**src/rtl/tick_period_meter.sv**
```systemverilog
// rtl/tick_period_meter.sv - tick edge period meter with mismatch and loss detection (optional TICK_SYNC_EN input synchronizer)
module tick_period_meter (
  input  logic        clk_in,
  input  logic        rst,
  input  logic        tick_in,
  input  logic [31:0] expected,
  input  logic [31:0] timeout,
  output logic [31:0] period_out,
  output logic        period_valid,
  output logic        mismatch,
  output logic        lost,
  output logic        locked
);

  typedef enum logic [1:0] {
    S_IDLE  = 2'd0,
    S_COUNT = 2'd1,
    S_LOST  = 2'd2
  } state_t;

  state_t      state_q, state_d;
  logic        tick_prev_q, tick_prev_d;
  logic [31:0] cnt_q, cnt_d;
  logic [31:0] period_q, period_d;
  logic        valid_q, valid_d;
  logic        mismatch_q, mismatch_d;
  logic        lost_q, lost_d;
  logic        locked_q, locked_d;

  logic        tick_s;
  logic        tick_edge;
  logic        timed_out;
  logic        meas_bad;
  logic [31:0] cnt_inc;

`ifdef TICK_SYNC_EN
  logic [1:0] sync_q, sync_d;

  // Shift the raw tick through two flops; reset high so a high-idling divider is not an edge
  always_comb begin
    sync_d = {sync_q[0], tick_in};
  end

  // Synchronizer flops
  always_ff @(posedge clk_in) begin
    if (rst) sync_q <= 2'b11;
    else     sync_q <= sync_d;
  end

  assign tick_s = sync_q[1];
`else
  assign tick_s = tick_in;
`endif

  assign tick_edge = tick_s & ~tick_prev_q;
  assign timed_out = (timeout != 32'd0) && (cnt_q == timeout);
  assign meas_bad  = (expected != 32'd0) && (cnt_q != expected);
  assign cnt_inc   = (cnt_q == 32'hFFFF_FFFF) ? cnt_q : cnt_q + 32'd1;

  // State register and all datapath flops
  always_ff @(posedge clk_in) begin
    if (rst) begin
      state_q     <= S_IDLE;
      tick_prev_q <= 1'b1;
      cnt_q       <= 32'd0;
      period_q    <= 32'd0;
      valid_q     <= 1'b0;
      mismatch_q  <= 1'b0;
      lost_q      <= 1'b0;
      locked_q    <= 1'b0;
    end else begin
      state_q     <= state_d;
      tick_prev_q <= tick_prev_d;
      cnt_q       <= cnt_d;
      period_q    <= period_d;
      valid_q     <= valid_d;
      mismatch_q  <= mismatch_d;
      lost_q      <= lost_d;
      locked_q    <= locked_d;
    end
  end

  // Next-state: an edge always beats a coincident timeout
  always_comb begin
    state_d = state_q;
    case (state_q)
      S_IDLE:  if (tick_edge) state_d = S_COUNT;
      S_COUNT: if (!tick_edge && timed_out) state_d = S_LOST;
      S_LOST:  if (tick_edge) state_d = S_COUNT;
      default: state_d = S_IDLE;
    endcase
  end

  // Datapath: counter, measurement capture and status flags
  always_comb begin
    tick_prev_d = tick_s;
    cnt_d       = cnt_q;
    period_d    = period_q;
    valid_d     = 1'b0;
    mismatch_d  = mismatch_q;
    locked_d    = locked_q;
    lost_d      = (state_d == S_LOST);
    case (state_q)
      S_IDLE: begin
        if (tick_edge) cnt_d = 32'd1;
      end
      S_COUNT: begin
        if (tick_edge) begin
          period_d   = cnt_q;
          valid_d    = 1'b1;
          mismatch_d = meas_bad;
          locked_d   = ~meas_bad;
          cnt_d      = 32'd1;
        end else if (timed_out) begin
          locked_d = 1'b0;
        end else begin
          cnt_d = cnt_inc;
        end
      end
      S_LOST: begin
        // First edge after loss only re-arms the counter
        if (tick_edge) cnt_d = 32'd1;
      end
      default: cnt_d = 32'd0;
    endcase
  end

  assign period_out   = period_q;
  assign period_valid = valid_q;
  assign mismatch     = mismatch_q;
  assign lost         = lost_q;
  assign locked       = locked_q;

endmodule

```
**config.mk**
```make
export PLATFORM = sky130hd
export DESIGN_NAME = tick_period_meter
export DESIGN_NICKNAME = d
export VERILOG_FILES = /design/src/rtl/tick_period_meter.sv
export SDC_FILE = /design/constraint.sdc
export NUM_CORES = 1
export LEC_CHECK = 0
export BUFFER_PORTS_ARGS = -buffer_cell sky130_fd_sc_hd__buf_2
export CAP_MARGIN = 10
export CORE_MARGIN = 1.5
export CORE_UTILIZATION = 45
export DETAILED_ROUTE_END_ITERATION = 10
export GPL_ROUTABILITY_DRIVEN = 0
export MAX_ROUTING_LAYER = met4
export PLACE_DENSITY = 0.69
export SYNTH_ARGS = -nofsm -noshare
export SYNTH_HDL_FRONTEND = slang
export SYNTH_SLANG_ARGS = --single-unit
```
**constraint.sdc**
```tcl
create_clock -name clk_in -period 4.4 [get_ports clk_in]
set_input_delay 1.1 -clock clk_in [delete_from_list [all_inputs] [get_ports clk_in]]
set_output_delay 1.1 -clock clk_in [all_outputs]
set_load 0.05 [all_outputs]
```
======== After elaboration in Yosys (flattened, before gate mapping) ========
Cells that the tools add are included.
word-level totals
  bits in registers ....................... 71
  output and inout bits ................... 36
operators by class
  add/sub/neg operators ................... 1
  equal/unequal tests ..................... 9
  multiplexer cells ....................... 11
  bitwise logic cells ..................... 4
  reductions and logical operators ........ 13
operators with widths
  cell                                                   count
  2-to-1 mux 32 bit                                      4
  case mux 32 bit (2 select lines)                       1
  nonzero test 32 bit                                    2
  adder 32 x 1 -> 32 bit, second input constant          1
  == test 32 bit                                         1
  == test 32 bit, second input constant                  1
  inequality test 32 bit                                 1
  inequality test 3 bit, second input constant           2
  == test 2 bit, second input constant                   2
  2-to-1 mux 2 bit                                       2
  case mux 2 bit (2 select lines)                        1
  AND reduction 2 bit                                    2
  OR reduction 2 bit                                     2
  logical AND 1 bit                                      3
  2-to-1 mux 1 bit                                       3
  inverter 1 bit                                         3
  AND reduction 3 bit                                    1
  == test 2 x 1 -> 1 bit, second input constant          1
  zero test 2 bit                                        1
  inequality test 2 x 1 -> 1 bit, second input constant  1
  nonzero test 2 bit                                     1
  bitwise AND 1 bit                                      1
  zero test 1 bit                                        1

======== Longest topological paths before layout ========
  depth in word-level cells ............... 7
  mapped depth ............................ 9

======== Worst setup path before layout ========
OpenSTA, ideal clock, no wires.
  path type ............................... input to register
  from .................................... input timeout[25]
  to ...................................... register cnt_q[7]
  arrival time ............................ 2.752 ns
  data required time ...................... 4.327 ns
  slack ................................... 1.575 ns
  cell stages on the path ................. 7
  path buffers ............................ 1
  cell sequence ........................... nor4_1 > nand4_1 > or2_2 > a31oi_1 > clkbuf_1 > nand3_1 > o22ai_2
between the ends
  longest elaborated chain between the ends .. 4
ends and longest elaborated chain
  element                                                       RTL line  RTL
  from (decl)                                                   7         input logic [31:0] timeout,
  == test 32 bit / nonzero test 32 bit (equally long branches)  56        assign timed_out = (timeout != 32'd0) && (cnt_q == timeout);
  logical AND 1 bit (*)                                         56
  inequality test 3 bit (no line) (*)                           --
  AND reduction 3 bit (no line) (*)                             --
  to (signal assigned)                                          74        cnt_q <= cnt_d;
  to (decl)                                                     23        logic [31:0] cnt_q, cnt_d;
Mark *: on every way between the ends. The rest lies on a longest branch, timed or not.
A chain may end at the register's enable or synchronous reset.

======== Worst setup path after layout ========
  from .................................... register cnt_q[2]
  to ...................................... register cnt_q[22]
between the ends
  longest elaborated chain between the ends .. 5
ends and longest elaborated chain
  element                           RTL line  RTL
  adder 32 x 1 -> 32 bit            58        assign cnt_inc = (cnt_q == 32'hFFFF_FFFF) ? cnt_q : cnt_q + 32'd1;
  2-to-1 mux 32 bit                 58
  2-to-1 mux 32 bit                 114       end else if (timed_out) begin
  2-to-1 mux 32 bit                 108       if (tick_edge) begin
  case mux 32 bit (2 select lines)  103       case (state_q)
Several ways; a longest one is shown, not always the timed one. The select of a mux whose other input is x is not followed.

==> reports/results.tsv <==
metric	value	unit
Antenna Nets Post-Route	0	
GRT overflow	0	
# rows	36	
post-route insts no fill	779	
Post-CTS Resized	0	
Syn-to-layout area delta	14.9	%
Crit path arrival time	3360	ps
Die Y	102	µm
Reg2Reg Depth	6	
Final WS setup	1320	ps
outcome	complete, no violations	
final WL	14800	µm
initial antenna violation count	0	
max_cap viols	0	
H-tree levels	3	
first-pass GRT wire length	22500	µm
Mapped Area	4450	µm²
total number of vias	4724	
placed insts	763	
critical path type	reg2reg	
Avg Cell Area, Syn	7.75	µm²
Max VDD drop	128	µV
fin crit share	0.699	
Synth area leaders	dfxtp_1, nand2_1, xnor2_1	
number of flops mapped to enable cells by yosys	0	
worst min-delay path category	reg2reg	
hold_sp	period_out[7]$_SDFFE_PP0P_	
RR Endpoint	cnt_q[22]$_SDFFE_PP0P_	
Setup Skew	10.3	ps
Worst-path clk slew	70	ps
Synth Warn #	0	
reg2reg start	cnt_q[2]$_SDFFE_PP0P_	
WL met1	6090	µm
CTS tree	built	
Post-route DRC	0	
Hold Path End	period_out[7]$_SDFFE_PP0P_	
area leader, netlist	dfxtp_1	
# diodes	0	
starting density of the core	0.459	
required time of the critical path	4690	ps
CTS Buffer Depth	2	
Slew Viols, Final	0	
Hold WS	453	ps
Power, Total	1.26	mW
vias in the first global route	4374	
Vias/cell	6.06	
PwrDens	247	nW/µm²
final setup violation count	0	
post-DP HPWL	10700	µm
endpoint class of the critical path	flop	
top-area cell type share of the netlist area	0.320	
most frequent cell after synthesis	nand2_1	
Final min period	3080	ps
Pleak	1.82	nW
Yosys reg bits	71	
Commonest cells post-synth	nand2_1, dfxtp_1, a21oi_1	
ys flop type	dfxtp_1	
I/O Buffers	102	
Post-Synthesis Cells	574	
RSZ-0062 raised after global routing	no	
Root Driver	clkbuf_8	
Worst R2R Setup Slack	1320	ps
postcts setup bufs	0	
top layer in use	met4	
final hold violations	0	
TNS Setup	0	ps
CP startpoint kind	flop	
CP max FO	27	
TritonRoute pass-1 iters	5	
I/O pin cnt	103	
clk sinks	71	
hold-critical path depth	2	
Max Freq	325	MHz
Slew HR	0.384	
initial DRC count	480	
met3 wire len	1540	µm
largest net degree at the start of global routing	44	
total CTS buffers	9	
routed length per instance	19.0	µm
DIE WIDTH	102	µm
DP Worst Slack	1030	ps
share of cells above drive strength 1	0.235	
Post-synth ARST share	0	
Clk Latency, worst-skew pair	370	ps
nets	709	
syn nets	642	
Core Area	9680	µm²
worst-margin pin slew	915	ps
total global-route track usage	0.293	
die area	10500	µm²
library cells used by synthesis	51	
met2 WL	6620	µm
Seq/Total Area, Yosys	0.320	
hold buffers post-CTS	0	
worst max-delay path by stage:
stage	startpoint	to	slack, ps	cells after the start
6_report	cnt_q[2]$_SDFFE_PP0P_	cnt_q[22]$_SDFFE_PP0P_	1320	6
5_1_grt	cnt_q[2]$_SDFFE_PP0P_	cnt_q[18]$_SDFFE_PP0P_	1180	6
4_1_cts	cnt_q[2]$_SDFFE_PP0P_	cnt_q[22]$_SDFFE_PP0P_	1370	6
3_5_place_dp	timeout[17]	cnt_q[31]$_SDFFE_PP0P_	1030	8
3_3_place_gp	timeout[17]	cnt_q[31]$_SDFFE_PP0P_	1070	8
2_1_floorplan	timeout[25]	cnt_q[7]$_SDFFE_PP0P_	1580	7
cell families (layout without fill, tap and decap cells):
group | count (synthesis) | count (layout) | synth area share
AND/OR/NAND/NOR | 260 | 260 | 0.305
buffers and inverters | 65 | 137 | 0.0737
adder cells (fa/ha/maj) | 1 | 1 | 0.00281
AO/OA/AOI/OAI | 103 | 103 | 0.150
multiplexers | 10 | 10 | 0.0225
XOR/XNOR | 64 | 64 | 0.126
flip-flops | 71 | 71 | 0.320
flip-flops by register name, summed over array words and instances, names as in the netlist:
name          count
lost              1
state_q           2
mismatch          1
cnt_q            32
locked            1
tick_prev_q       1
period_valid      1
period_out       32
stage by stage:
step	utilization	area (µm²)
2_1_floorplan	-	4450
6_report	0.528	5110
3_5_place_dp	0.510	4930
5_1_grt	0.528	5110
4_1_cts	0.528	5110
3_3_place_gp	0.510	4930
where the power goes:
part | total (mW) | internal [mW] | switching [mW]
combinational | 0.138 | 0.0549 | 0.0828
clock | 0.476 | 0.204 | 0.272
sequential | 0.646 | 0.644 | 0.00198
total | 1.26 | 0.903 | 0.357
critical path, cell delays in order (launching register included):
cell and delay, ps:
dfxtp_1 660, nand3_4 170, or4_1 570, or4_4 460, o21ai_4 670, nor2_1 250
o21ai_0 210
area by class of cell:
| class | instances | area [µm²] |
|---|---|---|
| clock inverters | 7 | 50.0 |
| clock buffers | 9 | 124 |
| fillers | 960 | 4580 |
| multi-input cells | 438 | 2720 |
| inverters | 6 | 22.5 |
| repair buffers | 115 | 608 |
| flip-flops and latches | 71 | 1420 |
| well taps | 133 | 166 |
layout by cell type (no fill, tap or decap), drive strengths merged, types with 4 or more instances in the layout:
master and n:
buf 115, nand2 94, dfxtp 71, a21oi 41
nor4 37, xor2 32, xnor2 32, nand4 29
nor2 26, nand3 23, o21ai 16, nor3 13
o31ai 13, a31oi 13, mux2i 10, clkbuf 9
and4 8, and3 7, o22ai 7, inv 6
a211oi 5, or2 4, or4 4, clkinv 4
metal layers:
layer / vias to the layer above / GRT usage
met5: - / -
met4: 0 / 0.157
met3: 59 / 0.0650
met2: 299 / 0.452
met1: 2170 / 0.356
li1: 2196 / -
Power figures use the tool's default switching activity.
